<file path="src/rtl/sync_fifo_pkg.sv">
// Shared sync_fifo defines and package: data-width default, length-width default
// and the burst reader state type.
`ifndef SYNC_FIFO_DEFINES_SVH
`define SYNC_FIFO_DEFINES_SVH
`define SYNC_FIFO_DATA_WIDTH 8
`endif

package sync_fifo_pkg;
  localparam int LEN_WIDTH_DEFAULT = 8;

  typedef enum logic [1:0] {
    IDLE,
    BURST,
    DRAIN,
    DONE
  } burst_state_t;
endpackage

</file>
<file path="src/rtl/stream_out_reg.sv">
// One-entry valid/ready register slice; accepts a new word whenever it is empty
// or its current word leaves downstream in the same cycle.
`ifndef SYNC_FIFO_DATA_WIDTH
`define SYNC_FIFO_DATA_WIDTH 8
`endif

module stream_out_reg #(
  parameter int DATA_WIDTH = `SYNC_FIFO_DATA_WIDTH
) (
  input  logic                  clk,
  input  logic                  rst,
  input  logic                  in_valid,
  input  logic [DATA_WIDTH-1:0] in_data,
  output logic                  in_ready,
  output logic                  out_valid,
  output logic [DATA_WIDTH-1:0] out_data,
  input  logic                  out_ready
);

  assign in_ready = !out_valid || out_ready;

  always_ff @(posedge clk or posedge rst) begin
    if (rst) begin
      out_valid <= 1'b0;
      out_data  <= '0;
    end else if (in_valid && in_ready) begin
      out_valid <= 1'b1;
      out_data  <= in_data;
    end else if (out_ready) begin
      out_valid <= 1'b0;
    end
  end

endmodule

</file>
<file path="src/rtl/sync_fifo_burst_reader.sv">
// Pops a requested number of words from a first-word-fall-through FIFO and
// streams them downstream, tracking word count, XOR checksum and early abort.
`ifndef SYNC_FIFO_DATA_WIDTH
`define SYNC_FIFO_DATA_WIDTH 8
`endif

module sync_fifo_burst_reader
  import sync_fifo_pkg::*;
#(
  parameter int DATA_WIDTH = `SYNC_FIFO_DATA_WIDTH,
  parameter int LEN_WIDTH  = LEN_WIDTH_DEFAULT
) (
  input  logic                  i_clk,
  input  logic                  i_rst,
  input  logic                  i_start,
  input  logic [LEN_WIDTH-1:0]  i_burst_len,
  input  logic                  i_abort,
  input  logic                  i_fifo_valid,
  input  logic [DATA_WIDTH-1:0] i_fifo_data,
  output logic                  o_fifo_ready,
  output logic                  o_valid_m,
  output logic [DATA_WIDTH-1:0] o_data_m,
  input  logic                  i_ready_m,
  output logic                  o_busy,
  output logic                  o_done,
  output logic                  o_aborted,
  output logic [LEN_WIDTH-1:0]  o_word_cnt,
  output logic [DATA_WIDTH-1:0] o_checksum
);

  burst_state_t          state, state_next;
  logic [LEN_WIDTH-1:0]  remaining;
  logic                  slot_free;
  logic                  pop;

  assign o_busy       = (state != IDLE);
  assign o_fifo_ready = (state == BURST) && (remaining != '0) && !i_abort && slot_free;
  assign pop          = o_fifo_ready && i_fifo_valid;

  stream_out_reg #(
    .DATA_WIDTH(DATA_WIDTH)
  ) u_out_reg (
    .clk      (i_clk),
    .rst      (i_rst),
    .in_valid (pop),
    .in_data  (i_fifo_data),
    .in_ready (slot_free),
    .out_valid(o_valid_m),
    .out_data (o_data_m),
    .out_ready(i_ready_m)
  );

  always_ff @(posedge i_clk or posedge i_rst) begin
    if (i_rst) begin
      state <= IDLE;
    end else begin
      state <= state_next;
    end
  end

  always_comb begin
    state_next = state;
    case (state)
      IDLE: begin
        if (i_start) begin
          state_next = (i_burst_len == '0) ? DONE : BURST;
        end
      end
      BURST: begin
        if (i_abort) begin
          state_next = DRAIN;
        end else if (pop && (remaining == LEN_WIDTH'(1))) begin
          state_next = DRAIN;
        end
      end
      DRAIN: begin
        if (!o_valid_m || i_ready_m) begin
          state_next = DONE;
        end
      end
      DONE: begin
        state_next = IDLE;
      end
      default: begin
        state_next = IDLE;
      end
    endcase
  end

  // Burst bookkeeping; results stay visible after DONE until the next accepted start.
  always_ff @(posedge i_clk or posedge i_rst) begin
    if (i_rst) begin
      remaining  <= '0;
      o_word_cnt <= '0;
      o_checksum <= '0;
      o_aborted  <= 1'b0;
      o_done     <= 1'b0;
    end else begin
      o_done <= (state == DONE);
      if ((state == IDLE) && i_start) begin
        remaining  <= i_burst_len;
        o_word_cnt <= '0;
        o_checksum <= '0;
        o_aborted  <= 1'b0;
      end else if (pop) begin
        remaining  <= remaining - LEN_WIDTH'(1);
        o_word_cnt <= o_word_cnt + LEN_WIDTH'(1);
        o_checksum <= o_checksum ^ i_fifo_data;
      end else if ((state == BURST) && i_abort) begin
        o_aborted <= 1'b1;
      end
    end
  end

endmodule
</file>
<file path="config.mk">
export PLATFORM = sky130hd
export DESIGN_NAME = sync_fifo_burst_reader
export DESIGN_NICKNAME = d
export VERILOG_FILES = /design/src/rtl/sync_fifo_pkg.sv /design/src/rtl/stream_out_reg.sv /design/src/rtl/sync_fifo_burst_reader.sv
export SDC_FILE = /design/constraint.sdc
export NUM_CORES = 1
export LEC_CHECK = 0
export BUFFER_PORTS_ARGS = -buffer_cell sky130_fd_sc_hd__buf_2
export CORE_MARGIN = 4
export CORE_UTILIZATION = 40
export DETAILED_ROUTE_END_ITERATION = 7
export SKIP_CTS_REPAIR_TIMING = 1
export SLEW_MARGIN = 20
export SYNTH_ARGS = -nofsm -noshare
export SYNTH_HDL_FRONTEND = slang
export SYNTH_HIERARCHICAL = 1
export SYNTH_SLANG_ARGS = --single-unit
</file>
<file path="constraint.sdc">
create_clock -name i_clk -period 2.5 [get_ports i_clk]
set_input_delay 0.375 -clock i_clk [delete_from_list [all_inputs] [get_ports i_clk]]
set_output_delay 0.375 -clock i_clk [all_outputs]
set_load 0.005 [all_outputs]
</file>
### After elaboration in Yosys (flattened, before gate mapping)

Cells that the tools add are included.

| cells by class | value |
|---|---|
| add/sub/neg operators | 2 |
| reductions and logical operators | 20 |
| muxes and demuxes | 17 |
| eq/ne operators | 8 |
| bitwise logic cells | 1 |

Operator list:

| kind | number |
|---|---|
| 8-bit 2-to-1 mux | 6 |
| 2-bit 2-to-1 mux | 5 |
| 8-bit by 1-bit adder with 8-bit output, second input constant | 1 |
| 8-bit by 1-bit equality test with 1-bit output, second input constant | 1 |
| 1-bit logical AND | 8 |
| 8-bit logical NOT | 1 |
| 2-bit one-hot mux with 4 select lines | 1 |
| 2-bit nonzero test | 4 |
| 8-bit nonzero test | 1 |
| 8-bit by 1-bit subtractor with 8-bit output, second input constant | 1 |
| 8-bit XOR | 1 |
| 1-bit 2-to-1 mux | 5 |
| 2-bit equality test, second input constant | 2 |
| 2-bit inequality test, second input constant | 2 |
| 3-bit by 2-bit inequality test with 1-bit output, second input constant | 1 |
| 3-bit AND reduction | 1 |
| 2-bit by 1-bit equality test with 1-bit output, second input constant | 1 |
| 1-bit logical NOT | 2 |
| 2-bit logical NOT | 1 |
| 2-bit by 1-bit inequality test with 1-bit output, second input constant | 1 |
| 2-bit AND reduction | 1 |
| 1-bit logical OR | 1 |

| storage, ports and cells | value |
|---|---|
| register bits after elaboration | 37 |
| input port bits | 22 |

### Longest topological paths before layout

Gate-level depths: netlist (run 1).

| logic depth | value |
|---|---|
| depth in word-level cells | 9 |
| gate-level depth with buffers | 8 |

### Modules after synthesis

Netlist (run 1), hierarchy kept.

Modules (own cells, without submodules):

| module | cells each | times used | area an instance (um^2) | sequential area each (um^2) |
|---|---|---|---|---|
| sync_fifo_burst_reader | 161 | 1 | 1594.0 | 700.7 |
| stream_out_reg | 21 | 1 | 389.1 | 225.2 |

### Worst setup path before layout (run 1)

OpenSTA, ideal clock, no wires.

| timing | value |
|---|---|
| path type | register to register |
| start | register remaining[0] |
| end | register u_out_reg.out_data[0] |
| required time | 2.375 ns |
| cell stages (with the launch flop) | 9 |
| period minus slack after synthesis | 2.195 ns |
| path buffers | 1 |
| slack | 0.305 ns |
| arrival | 2.069 ns |
| cell sequence | dfrtp_1 inv_1 ha_1 or3b_2 clkbuf_1 o21ai_2 inv_2 nand2_8 mux2_4 |

| on the way | value |
|---|---|
| word-level cells in the longest chain between the ends | 6 |

RTL lines:

| what | RTL line | RTL |
|---|---|---|
| start: declaration | sync_fifo_burst_reader.sv:32 | `logic [LEN_WIDTH-1:0] remaining;` |
| start signal: assignment | sync_fifo_burst_reader.sv:101 | `remaining <= i_burst_len;` |
| start signal: assignment | sync_fifo_burst_reader.sv:106 | `remaining <= remaining - LEN_WIDTH'(1);` |
| 8-bit nonzero test | sync_fifo_burst_reader.sv:37 | `assign o_fifo_ready = (state == BURST) && (remaining != '0) && !i_abort && slot_free;` |
| 1-bit logical AND (3 in a row) | sync_fifo_burst_reader.sv:37 |  |
| 1-bit logical AND | sync_fifo_burst_reader.sv:38 | `assign pop = o_fifo_ready && i_fifo_valid;` |
| net pop | sync_fifo_burst_reader.sv:34 | `logic pop;` |
| 1-bit logical AND | stream_out_reg.sv:26 | `end else if (in_valid && in_ready) begin` |
| end signal: assignment | stream_out_reg.sv:28 | `out_data <= in_data;` |
| end: declaration | stream_out_reg.sv:16 | `output logic [DATA_WIDTH-1:0] out_data,` |

The timed path passes the listed nets, and every way through them passes these cells.
A chain may end at the register's enable or synchronous reset.

### Final worst setup path (run 1)

| timing | value |
|---|---|
| start | register remaining[4] |
| end | output port o_fifo_ready |

| on the way | value |
|---|---|
| word-level cells in the longest chain between the ends | 4 |

RTL lines:

| what | RTL line | RTL |
|---|---|---|
| 8-bit nonzero test | sync_fifo_burst_reader.sv:37 |  |
| 1-bit logical AND (3 in a row) | sync_fifo_burst_reader.sv:37 |  |
| end: declaration | sync_fifo_burst_reader.sv:20 | `output logic o_fifo_ready,` |

No other way between the ends.

==> key figures, run 1 <==
CTS
  – H-Tree Depth: 2
  – Clock Tree Buf Depth: 2
  – TritonCTS Buffers: 5
  – Skew-Pair Late Insertion Delay: 0.29 ns
  – Worst-path clk slew: 0.08 ns
  – CTS root buf: clkbuf_8
  – CTS sink count: 37
  – CTS tree: done

Layout
  – Number of fill cells: 459
  – ANT cells: 0
  – Nets: 267
  – Share of cells above drive strength 1: 0.333
  – Area Overhead vs Synth: 21.6%

Setup path
  – Setup CP Type: register to output port
  – Required time worst endpoint: 2.12 ns
  – Crit end category: output port
  – CP Max Fanout: 10
  – Critical path's slowest cell: or4_1
  – Worst Setup Start Kind: register
  – Crit-path cells: or4_1, buf_4, o211a_1, buf_2
  – Worst EP arrival: 2.00 ns
  – Critical path's top delay family: simple AND/OR/NAND/NOR gates
  – Max incr delay on CP: 0.68 ns
  – CP bufs+invs: 2

Yosys
  – Syn nets: 213
  – Avg Cell Area, Syn: 10.9 um^2
  – Synth Instances: 182
  – Yosys reg bits: 37
  – Fraction of the yosys area taken by sequential cells: 0.467
  – Yosys warning count: 6
  – Count of cell types in the netlist: 42
  – Netlist Area Pre-Place: 1980 um^2

Route
  – Routed WL: 4.44 mm
  – Vias/cell: 4.98
  – Vias: 1515
  – Remaining DRCs: 0
  – Routed length per instance: 14.6 um
  – DRT antenna net count: 0
  – DRT iter0 DRCs: 82
  – DR pass1 iterations: 4

Timing
  – Setup Skew: 0.00807 ns
  – Fmax: 0.421 GHz
  – Worst Tran Pin Value: 0.557 ns
  – Final worst path period share: 0.950
  – Final Hold Viols: 0
  – TNS Setup: 0 ns
  – Final Slew Violations: 0
  – RSZ-0062 raised after global routing: no
  – Final setup margin: 0.125 ns
  – Slew Limit Headroom: 0.628
  – Final setup viols: 0
  – Minimum clock period: 2.38 ns

Floorplanning
  – Initial Utilization: 0.417
  – Chip height: 78.4 um
  – Row count: 25
  – Horiz. Die Dim: 78.4 um
  – I/O pin count: 51
  – Core box area: 4750 um^2
  – Die area: 6150 um^2

Pwr
  – VDD IR max: 0.325 mV
  – Pwr/cell area: 1030 nW/um^2
  – Leakage: 1.20 nW

Placement
  – Hpwl dp: 3.32 mm
  – PortBufs: 50
  – Post-placement worst setup slack: 0.306 ns
  – Routability Congestion: 0.849

GRT
  – Initial antenna violation count: 0
  – Total track usage: 0.157
  – Largest net degree at the start of global routing: 29
  – Gr ovfl total: 0
  – First-pass GRT wire length: 7.58 mm
  – Vias in the first global route: 1495

Run
  – Max_cap viols: 0

Min path
  – Worst min path class: input port to async pin

Status
  – Status: finished, final reports clean
-- final cells by class --
type,count,area [um^2],area share
Inverter,9,33.8,0.0140
Timing Repair Buffer,56,295,0.122
Tap cell,67,83.8,0.0348
Clock buffer,6,72.6,0.0301
Sequential cell,37,926,0.384
Clock inverter,2,10.0,0.00415
Multi-Input combinational cell,127,991,0.411
-- registers in the layout, indices dropped and copies added (netlist names) --
register,count
o_checksum,8
o_word_cnt,8
remaining,8
u_out_reg/out_data,8
state,2
o_aborted,1
o_done,1
u_out_reg/out_valid,1
-- cell usage after synthesis, drive strengths merged --
cell     number  area share
and4b         1      0.0050
o211ai       13       0.049
o21ai         4       0.012
buf           2      0.0044
nand4b        1      0.0044
ha            9       0.057
o31ai         3       0.011
nor4          4       0.013
and3          2      0.0063
nor2b         2      0.0063
o2111ai       2      0.0088
nand2b        2       0.010
or3b          1      0.0044
xor2         15       0.066
o311ai        1      0.0044
nand2        10       0.027
nor2         18       0.034
o22ai         1      0.0032
a31oi         2      0.0063
and2          1      0.0032
nand3         3      0.0076
xnor2         3       0.013
mux2          9       0.066
or4           6       0.025
inv           9       0.017
dfrtp        37        0.47
or3           1      0.0032
clkbuf        7       0.013
a21oi         5       0.018
nor3          1      0.0025
mux2i         3       0.015
o211a         1      0.0050
nand4         2      0.0063
and4          1      0.0044
-- metal layers --
metal / up-vias / global-route usage / part of all wire
met1: 710 / 0.230 / 0.51
met4: 0 / 0.0420 / 0.0086
met2: 38 / 0.227 / 0.44
li1: 763 / - / -
met5: - / 0 / 0
met3: 4 / 0.0447 / 0.044
-- stage by stage --
step                      instance area [um^2]  power [mW]  instances   util  hold WS [ns]
after floorplan                           1980        1.70        182      -         0.203
after global routing                      2410        2.70        304  0.507        0.0608
after detailed placement                  2330        2.08        296  0.489         0.362
final                                     2410        2.48        304  0.507        0.0362
after CTS                                 2410        2.50        304  0.507        0.0441
after global placement                    2330        2.07        296  0.489         0.355
-- placed cells by master, fill, tap and decap left out, types with 4 or more instances in the layout --
cell	instances
nor4_1	4
ha_1	9
buf_4	6
nand2_1	9
o211ai_1	13
clkbuf_8	5
mux2_4	8
a21oi_1	4
inv_1	8
buf_2	50
xor2_1	15
dfrtp_1	37
or4_1	5
nor2_1	18
-- worst paths after layout --
check | startpoint | endpoint | slack, ns | depth (start not counted)
min | i_rst | u_out_reg/out_data[2] | 0.04 | 2
max reg2reg | state[1] | o_word_cnt[7] | 0.36 | 7
min reg2reg | o_aborted | o_aborted | 0.50 | 2
max | remaining[4] | o_fifo_ready | 0.12 | 4
min in group i_clk | i_burst_len[2] | remaining[2] | 0.30 | 3
max in group asynchronous | i_rst | remaining[0] | 2.08 | 3
-- cell families (layout without fill, tap and decap cells) --
group / Yosys count / in the layout / share of synthesized area
simple gates: 56 / 56 / 0.162
buf+inv: 18 / 73 / 0.0347
fa+ha+maj: 9 / 9 / 0.0568
compound gates: 32 / 32 / 0.119
flops: 37 / 37 / 0.467
xor+xnor: 18 / 18 / 0.0795
mux: 12 / 12 / 0.0814
-- where the power goes --
part / switching, mW / internal, mW
Clock: 0.211 / 0.193
Combinational: 0.511 / 0.511
Sequential: 0.211 / 0.842
No activity file was read; power rests on OpenSTA's default activity.
==> run 2: changes to the inputs <==
--- a/config.mk
+++ b/config.mk
@@ -9,6 +9,7 @@
 export CORE_MARGIN = 4
 export CORE_UTILIZATION = 40
 export DETAILED_ROUTE_END_ITERATION = 7
+export REMOVE_ABC_BUFFERS = 1
 export SKIP_CTS_REPAIR_TIMING = 1
 export SLEW_MARGIN = 20
 export SYNTH_ARGS = -nofsm -noshare
==> run 2 against run 1 <==
Effect of this change: sequential share of layout area is essentially flat; routed wire length barely moved; clock power barely moved; final cell count did not move; maximum frequency hardly changed; die area is the same; register-to-register slack barely moved; first-iteration DRC count fell by 20%; via count grew 0.73%.
==> key figures, run 2 (synthesized netlist as in run 1, its figures left out) <==
Route
  – Routed length per instance: 14.6 um (about the same)
  – Remaining DRCs: 0 (unchanged)
  – Vias/cell: 5.02 (+0.73%)
  – DR pass1 iterations: 4 (unchanged)
  – Routed wl met3: 326 um (+67%)
  – Met2 WL: 1.94 mm (+0.21%)
  – DRT iter0 DRCs: 66 (-20%)
  – DRT antenna net count: 0 (unchanged)
  – Routed WL: 4.44 mm (about the same)
  – DR top layer: met4
  – Vias: 1526 (+0.73%)
  – M1 WL: 2.13 mm (-6.2%)

Setup path
  – R2R Setup Slk: 0.37 ns (about the same)
  – Required time worst endpoint: 2.12 ns (about the same)
  – Crit end category: output port
  – Critical path's slowest cell: or3b_2
  – Max incr delay on CP: 0.47 ns (-0.21 ns)
  – Critical path's top delay family: simple AND/OR/NAND/NOR gates
  – Setup CP Type: register to output port
  – Worst Setup Start Kind: register
  – Worst r2r src: remaining[0]
  – CP bufs+invs: 3 (+1)
  – CP Max Fanout: 17 (+7)
  – Reg2reg end: u_out_reg/out_data[0]
  – R2R depth: 7 (unchanged)
  – Crit-path cells: inv_1, ha_1, or3b_2, buf_4, o211a_1, buf_2
  – Worst EP arrival: 2.00 ns (about the same)

Floorplanning
  – Horiz. Die Dim: 78.4 um (unchanged)
  – Row count: 25 (unchanged)
  – Chip height: 78.4 um (unchanged)
  – I/O pin count: 51 (unchanged)
  – Core box area: 4750 um^2 (unchanged)
  – Die area: 6150 um^2 (unchanged)
  – Initial Utilization: 0.417 (unchanged)

Pwr
  – Register share of total power: 0.427 (+0.002)
  – Leakage: 1.20 nW (-0.19%)
  – Int Power: 1.54 mW (about the same)
  – Total power: 2.48 mW (about the same)
  – Switching Fraction: 0.376 (about the same)
  – VDD IR max: 0.395 mV (+21%)
  – Pwr/cell area: 1030 nW/um^2 (about the same)
  – Switch Pwr: 0.932 mW (about the same)
  – Combinational group share of total power: 0.410 (-0.002)
  – Clock Power Share: 0.163 (about the same)

Layout
  – Share of cells above drive strength 1: 0.333 (unchanged)
  – Most frequent cells in the layout: buf_2, dfrtp_1, nor2_1
  – Nets: 267 (unchanged)
  – Fin util: 0.507 (-0.000526)
  – Final instance area: 2410 um^2 (-0.10%)
  – ANT cells: 0 (unchanged)
  – Area Overhead vs Synth: 21.5%
  – Finished Layout Cells: 304 (unchanged)
  – Number of fill cells: 477 (+3.9%)
  – Most common cell after layout, fill and taps aside: buf_2

CTS
  – CTS root buf: clkbuf_8
  – TritonCTS Buffers: 5 (unchanged)
  – Clock Tree Buf Depth: 2 (unchanged)
  – Worst-path clk slew: 0.07 ns (about the same)
  – H-Tree Depth: 2 (unchanged)
  – CTS tree: done
  – CTS sink count: 37 (unchanged)
  – Skew-Pair Late Insertion Delay: 0.28 ns (about the same)

Timing
  – Final worst path period share: 0.950 (about the same)
  – Minimum clock period: 2.37 ns (-0.000419 ns)
  – Hold WS: 0.0463 ns (+0.0101 ns)
  – Fmax: 0.421 GHz (about the same)
  – TNS Setup: 0 ns (unchanged)
  – Setup Skew: 0.00465 ns (-0.00342 ns)
  – Worst Tran Pin Value: 0.585 ns (+0.0279 ns)
  – Final setup viols: 0 (unchanged)
  – RSZ-0062 raised after global routing: no
  – Final Hold Viols: 0 (unchanged)
  – Final Slew Violations: 0 (unchanged)
  – Slew Limit Headroom: 0.610 (-0.0186)
  – Final setup margin: 0.125 ns (+0.000419 ns)

Placement
  – Routability Congestion: 0.845 (-0.58%)
  – Cell Area, Placed: 2330 um^2 (unchanged)
  – PortBufs: 50 (unchanged)
  – Cells after DPL: 296 (unchanged)
  – Post-placement worst setup slack: 0.374 ns (+0.0680 ns)
  – Hpwl dp: 3.40 mm (+2.4%)

Status
  – Status: finished, final reports clean

GRT
  – Vias in the first global route: 1545 (+3.3%)
  – Initial antenna violation count: 0 (unchanged)
  – Total track usage: 0.158 (+0.00122)
  – Gr ovfl total: 0 (unchanged)
  – First-pass GRT wire length: 7.67 mm (+1.3%)
  – Largest net degree at the start of global routing: 29 (unchanged)

Min path
  – Worst min path class: input port to async pin

Run
  – Max_cap viols: 0 (unchanged)
==> run 2: cell count changes in the layout (fill, tap and decap cells not counted) <==
cell	before	now
or3b_4	1	0
or3b_2	0	1
==> run 2: worst max-delay path by stage <==
stage,from,endpoint,slack [ns],cells after the start
finish,remaining[0],o_fifo_ready,0.13,6
global route,remaining[1],o_fifo_ready,0.03,6
CTS,remaining[0],o_fifo_ready,0.11,6
detailed placement,remaining[0],u_out_reg/out_data[0],0.37,7
global placement,remaining[0],u_out_reg/out_data[7],0.44,7
floorplan,remaining[0],u_out_reg/out_data[0],0.30,7
==> run 2: area by class of cell <==
class	instances	area (um^2)	share of cell area
clock buffer	6	72.6	0.0301
clock inverter	2	10.0	0.00415
inverter	9	33.8	0.0140
multi-input combinational	127	988	0.410
sequential	37	926	0.384
tap	67	83.8	0.0348
timing repair buffer	56	295	0.123
==> run 2: power by group through the flow <==
stage	clock, mW	combinational, mW	sequential [mW]
CTS	0.416	1.03	1.06
floorplan	0	0.642	1.04
global placement	0	1.02	1.07
global route	0.449	1.15	1.10
finish	0.404	1.02	1.06
detailed placement	0	1.03	1.07
==> run 2: per-layer routing <==
layer	global-route usage	vias up
met2	0.241	51
met3	0.0470	4
li1	-	756
met1	0.220	715
met5	0	-
met4	0.0420	0
==> run 3: changes to the inputs <==
--- a/config.mk
+++ b/config.mk
@@ -5,6 +5,7 @@
 export SDC_FILE = /design/constraint.sdc
 export NUM_CORES = 1
 export LEC_CHECK = 0
+export ABC_AREA = 1
 export BUFFER_PORTS_ARGS = -buffer_cell sky130_fd_sc_hd__buf_2
 export CORE_MARGIN = 4
 export CORE_UTILIZATION = 40
==> run 3 against run 2 <==
Effect of this change: sequential power about the same; largest power group is now combinational cells; final area increased by 3.6%; count of clock-buffer cells in the layout unchanged; synthesized area increased by 6.2%; clock power up 12%; register-to-register slack better by 0.14 ns; worst setup slack gained 0.39 ns; first-iteration DRC count decreased by 23%; final cell count grew 22%.
==> key figures, run 3 <==
CTS
  – Worst-path clk slew: 0.08 ns (about the same)
  – CTS root buf: clkbuf_8
  – TritonCTS Buffers: 5 (unchanged)
  – Clock Tree Buf Depth: 2 (unchanged)
  – H-Tree Depth: 2 (unchanged)
  – CTS tree: done
  – CTS sink count: 37 (unchanged)
  – Skew-Pair Late Insertion Delay: 0.29 ns (about the same)

Floorplanning
  – Chip height: 80.6 um (+2.7%)
  – Row count: 26 (+4.0%)
  – Horiz. Die Dim: 80.6 um (+2.7%)
  – Die area: 6490 um^2 (+5.5%)
  – I/O pin count: 51 (unchanged)
  – Core box area: 5110 um^2 (+7.4%)
  – Initial Utilization: 0.412 (-0.00481)

Layout
  – Number of fill cells: 522 (+9.4%)
  – Most frequent cells in the layout: nand2_1, buf_2, dfrtp_1
  – Multi-input gate area: 1020 um^2 (+3.0%)
  – Share of cells above drive strength 1: 0.268 (-0.0651)
  – Area Overhead vs Synth: 18.6%
  – Nets: 332 (+24%)
  – Seq. cell area: 926 um^2 (unchanged)
  – ANT cells: 0 (unchanged)
  – Most common cell after layout, fill and taps aside: nand2_1

Placement
  – Hpwl dp: 3.65 mm (+7.2%)
  – Routability Congestion: 0.835 (-1.1%)
  – PortBufs: 50 (unchanged)
  – Post-placement worst setup slack: 0.506 ns (+0.132 ns)

Yosys
  – Most common cell in the netlist: nand2_1
  – Post-synthesis async set-or-reset flop share: 1.00 (unchanged)
  – Fraction of the yosys area taken by sequential cells: 0.440 (-0.0272)
  – Post-synth top area share: 0.440 (-0.0272)
  – Avg Cell Area, Syn: 8.49 um^2 (-22%)
  – Synth top area cells: dfrtp_1, nand2_1, nand3_1
  – Netlist Area Pre-Place: 2110 um^2 (+6.2%)
  – Post-synth EDFFs: 0 (unchanged)
  – Yosys reg bits: 37 (unchanged)
  – Cell taking the most area after synthesis: dfrtp_1
  – Synth Instances: 248 (+36%)
  – Main synth FF type: dfrtp_1
  – Top post-synthesis cells by count: nand2_1, dfrtp_1, nand3_1
  – Count of cell types in the netlist: 32 (-24%)
  – Yosys warning count: 6 (unchanged)

Route
  – Vias/cell: 4.83 (-3.8%)
  – Remaining DRCs: 0 (unchanged)
  – DRT iter0 DRCs: 51 (-23%)
  – Routed WL: 4.83 mm (+8.8%)
  – Vias: 1796 (+18%)
  – DR pass1 iterations: 4 (unchanged)
  – Routed length per instance: 13.0 um (-11%)
  – DRT antenna net count: 0 (unchanged)

Setup path
  – Crit end category: register
  – Required time worst endpoint: 2.69 ns (+0.57 ns)
  – Worst Setup Start Kind: register
  – Worst EP arrival: 2.18 ns (+0.18 ns)
  – CP Max Fanout: 15 (-2)
  – Setup CP Type: register to register

Timing
  – Worst Tran Pin Value: 0.498 ns (-0.0868 ns)
  – RSZ-0062 raised after global routing: no
  – Final setup viols: 0 (unchanged)
  – Setup Skew: 0.0120 ns (+0.00739 ns)
  – Fmax: 0.503 GHz (+19%)
  – Final Slew Violations: 0 (unchanged)
  – Minimum clock period: 1.99 ns (-0.385 ns)
  – Final setup margin: 0.510 ns (+0.385 ns)
  – Final Hold Viols: 0 (unchanged)
  – Slew Limit Headroom: 0.667 (+0.0575)
  – Final worst path period share: 0.796 (-0.154)
  – TNS Setup: 0 ns (unchanged)

Status
  – Status: finished, final reports clean

GRT
  – Vias in the first global route: 1769 (+14%)
  – First-pass GRT wire length: 8.22 mm (+7.1%)
  – Largest net degree at the start of global routing: 29 (unchanged)
  – Gr ovfl total: 0 (unchanged)
  – Total track usage: 0.165 (+0.00701)
  – Initial antenna violation count: 0 (unchanged)

Pwr
  – VDD IR max: 0.492 mV (+24%)
  – Pwr/cell area: 1070 nW/um^2 (+4.3%)
  – Leakage: 1.32 nW (+10%)

Min path
  – Worst min path class: input port to async pin

Run
  – Max_cap viols: 0 (unchanged)
-- run 3: path summary, 6_finish.rpt --
check,startpoint,endpoint,slack (ns),cells after the start
min in group i_clk,i_burst_len[5],remaining[5],0.32,3
min reg2reg,u_out_reg/out_data[0],u_out_reg/out_data[0],0.48,2
max,state[1],u_out_reg/out_data[4],0.51,9
max reg2reg,state[1],u_out_reg/out_data[4],0.51,9
max in group asynchronous,i_rst,o_word_cnt[2],2.06,3
min,i_rst,u_out_reg/out_data[3],0.04,2
-- run 3: kinds of logic after synthesis --
logic type | after synthesis | synth area share
adders and majority gates | 9 | 0.0535
DFF | 37 | 0.440
AOI/OAI and AO/OA | 24 | 0.0850
and+or+nand+nor | 133 | 0.291
xor gates and xnor gates | 13 | 0.0541
buffers and inverters | 32 | 0.0766
-- run 3: stage by stage --
step	cells	area (um^2)	power [mW]	hold slack (ns)	util
after floorplan	241	2040	1.83	0.203	-
after global placement	364	2400	2.23	0.361	0.470
after CTS	372	2500	2.71	0.0395	0.489
final	372	2500	2.68	0.0359	0.489
after global routing	372	2500	2.95	0.0594	0.489
after detailed placement	364	2400	2.25	0.366	0.470
-- run 3: per-layer routing --
metal  wire (um)  up-vias  share of wire  global-route usage
met5           0        -              0                   0
met4          60        0          0.012              0.0490
met3         259        5          0.054              0.0437
met2        2210       50           0.46               0.264
met1        2300      834           0.48               0.219
li1            -      907              -                   -
-- run 3: area by class of cell --
class,count,share of cell area
multi-input combinational,179,0.408
sequential,37,0.371
timing repair buffer,53,0.109
inverter,25,0.0386
tap,70,0.0351
clock buffer,6,0.0331
clock inverter,2,0.00551
-- run 3: worst max-delay path, stage by stage (launching register included) --
cell and delay [ns]:
dfrtp_1 0.41, inv_1 0.11, ha_1 0.19, inv_2 0.06, nor3b_4 0.24, nand3_4 0.23
inv_1 0.31, nand2_2 0.18, nand2_1 0.10, nand2_1 0.05
-- run 3: power by group --
group / switching [mW] / internal, mW
Clock: 0.230 / 0.224
Combinational: 0.675 / 0.509
Sequential: 0.205 / 0.836
Total: 1.11 / 1.57
